<file path="src/rtl/multicycle_control_fsm.sv">
// Main sequencer for the multi-cycle RISC-V core: decodes the latched opcode,
// drives datapath mux selects and write enables, and counts retired instructions.
module multicycle_control_fsm #(
  parameter int CNT_WIDTH = 32
) (
  input  logic                 clk,
  input  logic                 reset,
  input  logic [6:0]           op,
  input  logic                 mem_ready,
  output logic [1:0]           alu_src_a,
  output logic [1:0]           alu_src_b,
  output logic [1:0]           result_src,
  output logic [1:0]           alu_op,
  output logic                 adr_src,
  output logic                 ir_write,
  output logic                 pc_update,
  output logic                 branch,
  output logic                 reg_write,
  output logic                 mem_write,
  output logic                 illegal_op,
  output logic [3:0]           state_o,
  output logic [CNT_WIDTH-1:0] retired
);

  localparam logic [6:0] OP_LW  = 7'b0000011;
  localparam logic [6:0] OP_SW  = 7'b0100011;
  localparam logic [6:0] OP_R   = 7'b0110011;
  localparam logic [6:0] OP_I   = 7'b0010011;
  localparam logic [6:0] OP_JAL = 7'b1101111;
  localparam logic [6:0] OP_BEQ = 7'b1100011;

  typedef enum logic [3:0] {
    S_FETCH    = 4'd0,
    S_DECODE   = 4'd1,
    S_MEMADR   = 4'd2,
    S_MEMREAD  = 4'd3,
    S_MEMWB    = 4'd4,
    S_MEMWRITE = 4'd5,
    S_EXECR    = 4'd6,
    S_ALUWB    = 4'd7,
    S_EXECI    = 4'd8,
    S_JAL      = 4'd9,
    S_BEQ      = 4'd10
  } state_t;

  state_t               state_q, state_d;
  logic [CNT_WIDTH-1:0] retired_q;
  logic                 retire;
  logic                 ir_w, pc_u, br, reg_w, mem_w, ill;

  always_ff @(posedge clk) begin
    if (reset) begin
      state_q   <= S_FETCH;
      retired_q <= '0;
    end else begin
      state_q <= state_d;
      if (retire) retired_q <= retired_q + CNT_WIDTH'(1);
    end
  end

  always_comb begin
    state_d    = state_q;
    retire     = 1'b0;
    alu_src_a  = 2'b00;
    alu_src_b  = 2'b00;
    result_src = 2'b00;
    alu_op     = 2'b00;
    adr_src    = 1'b0;
    ir_w       = 1'b0;
    pc_u       = 1'b0;
    br         = 1'b0;
    reg_w      = 1'b0;
    mem_w      = 1'b0;
    ill        = 1'b0;
    case (state_q)
      S_FETCH: begin
        alu_src_b  = 2'b10;
        result_src = 2'b10;
        ir_w       = mem_ready;
        pc_u       = mem_ready;
        if (mem_ready) state_d = S_DECODE;
      end
      S_DECODE: begin
        alu_src_a = 2'b01;
        alu_src_b = 2'b01;
        case (op)
          OP_LW, OP_SW: state_d = S_MEMADR;
          OP_R:         state_d = S_EXECR;
          OP_I:         state_d = S_EXECI;
          OP_JAL:       state_d = S_JAL;
          OP_BEQ:       state_d = S_BEQ;
          default: begin
            state_d = S_FETCH;
            ill     = 1'b1;
          end
        endcase
      end
      S_MEMADR: begin
        alu_src_a = 2'b10;
        alu_src_b = 2'b01;
        // Only lw/sw reach here; opcode bit 5 tells them apart.
        state_d = op[5] ? S_MEMWRITE : S_MEMREAD;
      end
      S_MEMREAD: begin
        adr_src = 1'b1;
        if (mem_ready) state_d = S_MEMWB;
      end
      S_MEMWB: begin
        result_src = 2'b01;
        reg_w      = 1'b1;
        retire     = 1'b1;
        state_d    = S_FETCH;
      end
      S_MEMWRITE: begin
        adr_src = 1'b1;
        mem_w   = 1'b1;
        if (mem_ready) begin
          retire  = 1'b1;
          state_d = S_FETCH;
        end
      end
      S_EXECR: begin
        alu_src_a = 2'b10;
        alu_op    = 2'b10;
        state_d   = S_ALUWB;
      end
      S_EXECI: begin
        alu_src_a = 2'b10;
        alu_src_b = 2'b01;
        alu_op    = 2'b10;
        state_d   = S_ALUWB;
      end
      S_ALUWB: begin
        reg_w   = 1'b1;
        retire  = 1'b1;
        state_d = S_FETCH;
      end
      S_JAL: begin
        alu_src_a = 2'b01;
        alu_src_b = 2'b10;
        pc_u      = 1'b1;
        state_d   = S_ALUWB;
      end
      S_BEQ: begin
        alu_src_a = 2'b10;
        alu_op    = 2'b01;
        br        = 1'b1;
        retire    = 1'b1;
        state_d   = S_FETCH;
      end
      default: state_d = S_FETCH;
    endcase
  end

  // Enables are gated by reset so an in-flight store is dropped immediately.
  assign ir_write   = ir_w  & ~reset;
  assign pc_update  = pc_u  & ~reset;
  assign branch     = br    & ~reset;
  assign reg_write  = reg_w & ~reset;
  assign mem_write  = mem_w & ~reset;
  assign illegal_op = ill   & ~reset;
  assign state_o    = state_q;
  assign retired    = retired_q;

endmodule

</file>
<file path="config.mk">
export PLATFORM = sky130hd
export DESIGN_NAME = multicycle_control_fsm
export DESIGN_NICKNAME = d
export VERILOG_FILES = /design/src/rtl/multicycle_control_fsm.sv
export SDC_FILE = /design/constraint.sdc
export NUM_CORES = 1
export LEC_CHECK = 0
export CAP_MARGIN = 20
export CORE_MARGIN = 2
export CORE_UTILIZATION = 25
export DETAILED_ROUTE_END_ITERATION = 12
export DONT_BUFFER_PORTS = 1
export GPL_TIMING_DRIVEN = 0
export PLACE_DENSITY_LB_ADDON = 0.05
export REMOVE_ABC_BUFFERS = 1
export SETUP_SLACK_MARGIN = 0.3
export SLEW_MARGIN = 5
export SYNTH_ARGS = -nofsm -noshare
export SYNTH_HDL_FRONTEND = slang
export SYNTH_SLANG_ARGS = --single-unit
export TNS_END_PERCENT = 100
</file>
<file path="constraint.sdc">
create_clock -name clk -period 4.95 [get_ports clk]
set_clock_uncertainty 0.2 [all_clocks]
set_input_delay 0.7425 -clock clk [delete_from_list [all_inputs] [get_ports clk]]
set_output_delay 0.7425 -clock clk [all_outputs]
set_load 0.05 [all_outputs]
</file>
==> results by group <==
Drt
  – Via count: about 2100
  – Routed WL: about 6200 um
  – Via/cell ratio: approximately 5.4
  – ANT nets after route: 0
  – Pre-antenna DRT Iters: 4
  – DR WL/cell: 16.5 um
  – DRT iter0 DRCs: 85
  – # DRC: 0

Clock tree
  – CTS clock-pin slew for the worst setup and hold paths: 80 ps
  – Clock root cell: clkbuf_8
  – CTS buffer count: 5
  – Skew-Pair Late Insertion Delay: around 280 ps
  – Clk buf depth: 2
  – Sink Count: 36
  – Total setup buffers inserted after CTS: 0
  – CTS tree: built
  – CTS Hold Bufs: 0
  – Number of H-tree levels: 2
  – Post_cts resized: 0

Logic synthesis
  – Syn. warnings: 0
  – Top_reg_cell synth: dfxtp_1
  – Post-Synthesis Cell Area: 2270 um2
  – Netlist cell types: 49
  – Syn Area/Cell: around 8.1 um2
  – Post-synthesis async set-or-reset flop share: 0%
  – FF+latch count, synth: 36
  – Sequential area share after synthesis: around a third
  – EDFF count, synth: 0
  – Gate count of the mapped netlist: around 280

STA
  – Unrepaired setup endpoints after global routing: no
  – Hold slack: ~310 ps
  – Tcrit/Tclk final: 75.2%
  – Slew Limit Fails: 0
  – Sum of negative setup slack: 0 ps
  – Final Setup Violations: 0
  – Max frequency: about 0.27 GHz
  – Slew @ Worst Pin: roughly 1100 ps
  – Slew HR: 29.6%
  – Crit path time final: approximately 3700 ps
  – Hold Fails Final Rpt: 0
  – Setup WS post-layout: around 1200 ps

Run status
  – Status: completed

Die
  – Die H: just under 100 um
  – Die width: approximately 100 um
  – Initial Util: between 20% and 30%
  – Core Box Area: 8760 um2
  – Num ports: about 60
  – Placement Rows: 34
  – Die ar.: 9860 um2

Layout
  – Share of cells above drive strength 1: 16.3%
  – Reg area: about 720 um2
  – Multi-input gate area: 1430 um2
  – P&R area growth vs syn: 9.43%
  – Filler Cell Count: between 900 and 1000
  – Final Util: roughly 28%
  – Non-filler cells, final: between 300 and 400
  – N_diodes: 0
  – Final Instance Area: about 2500 um2
  – Nets: about 280

Global route
  – Overall Global Routing Usage: a little over an eighth
  – First-pass GRT wire length: 10500 um
  – Gr ovfl total: 0
  – Initial antenna violation count: 0
  – Largest net degree at the start of global routing: 51
  – Vias in the first global route: 1986

Power and ir drop
  – Overall power: 0.539 mW
  – P_leak: 0.749 nW
  – Pwr per Cell Area: about 220 nW/um2
  – Peak supply drop: 0.0827 mV

Placed design
  – PortBufs: 0
  – Placed inst area: ~2400 um2
  – DP Worst Slack: between 1500 and 2000 ps
  – Placer Congestion: around 0.74
  – Placed Cells: ~370
  – Detailed placer's ending HPWL: 4140 um

Worst setup path
  – Crit path max-delay cell type: dfxtp_1
  – CP max FO: 18
  – Crit path required time: between 4000 and 5000 ps
  – CP arrival: 2780 ps
  – Worst path cell trace: and4bb_2 > nor2b_1
  – Critical path class: register to output pin
  – CP startpoint kind: register
  – Critical Path End Type: output pin
  – CP peak stage delay: approximately 1000 ps

Flow run
  – Max cap viols: 0

Worst hold path
  – Hold Path Class: primary input to register
cells in the mapped netlist (2+ instances only):
master | number | share of area [%]
or4_4 | 2 | 0.99
nand3b_1 | 4 | 1.3
or3b_2 | 2 | 0.77
o31ai_1 | 15 | 5.0
nor2b_1 | 9 | 2.5
or4_1 | 13 | 4.3
nand2b_1 | 6 | 1.7
o21ai_0 | 12 | 2.6
xor2_1 | 3 | 1.2
buf_4 | 3 | 0.99
dfxtp_1 | 36 | 32
nand4_1 | 10 | 2.8
and3_1 | 3 | 0.83
nand3_1 | 6 | 1.3
nand2_1 | 19 | 3.1
nor4_1 | 11 | 3.0
a21oi_1 | 31 | 6.8
or3_1 | 5 | 1.4
nor2_1 | 20 | 3.3
clkbuf_1 | 10 | 1.7
inv_1 | 7 | 1.2
or4_2 | 2 | 0.77
a31oi_1 | 2 | 0.55
or3_2 | 5 | 1.7
buf_2 | 2 | 0.44
and4_1 | 3 | 1.2
mux2_2 | 7 | 3.5
nor3_1 | 8 | 1.8
nor3b_1 | 2 | 0.66
nor4_2 | 2 | 1.1
per-layer routing:
metal | share of wire [%] | vias up | global-route usage, % | wire length (um)
li1 | - | 1044 | - | -
met1 | 47 | 963 | 17.0 | 2920
met2 | 46 | 45 | 20.8 | 2900
met3 | 6.0 | 5 | 4.36 | 372
met4 | 0.82 | 0 | 3.48 | 51
met5 | 0 | - | 0 | 0
worst max-delay path, delay by kind of cell, from the launching register on:
family	cells	cell delay, ps
DFF	1	1020
and+or+nand+nor	2	1470
final timing paths:
kind / cells past startpoint / slack, ps / start / endpoint
setup reg to reg: 5 / 1710 / state_o[1] / retired[28]
hold reg to reg: 2 / 550 / retired[21] / retired[21]
setup / recovery: 2 / 1230 / state_o[1] / branch
hold / removal: 1 / 310 / reset / retired[5]
cell usage in the layout (no fill, tap or decap), drive strengths merged, types with 2 or more instances in the layout:
cell,n
a21oi,31
a31oi,2
and3,3
and4,3
buf,5
clkbuf,6
dfxtp,36
inv,7
mux2,8
nand2,19
nand2b,6
nand3,7
nand3b,4
nand4,11
nor2,20
nor2b,9
nor3,8
nor3b,2
nor4,14
o21ai,12
o31ai,15
or3,10
or3b,2
or4,17
xor2,3
kinds of logic after synthesis:
logic type	synth area share, %
simple gates	37.9
fa+ha+maj	0.551
buf+inv	6.84
xor+xnor	1.16
mux	4.41
compound gates	17.4
flops	31.8
area by class of cell:
cell class | instances | area share [%]
Multi-Input combinational cell | 215 | 57.4
Sequential cell | 36 | 29.0
Tap cell | 108 | 5.44
Timing Repair Buffer | 5 | 3.93
Clock buffer | 6 | 2.92
Inverter | 7 | 1.06
Clock inverter | 1 | 0.202
sequential cells by signal, indices dropped and copies added (netlist names):
| register | cells |
|---|---|
| retired | 32 |
| state_o | 4 |
power by group:
| group | switching, mW | internal (mW) | total, mW |
|---|---|---|---|
| Sequential | 0.00305 | 0.290 | 0.293 |
| Clock | 0.110 | 0.0960 | 0.206 |
| Combinational | 0.0272 | 0.0124 | 0.0397 |
| Total | 0.141 | 0.398 | 0.539 |
(Power assumes the default switching activity.)
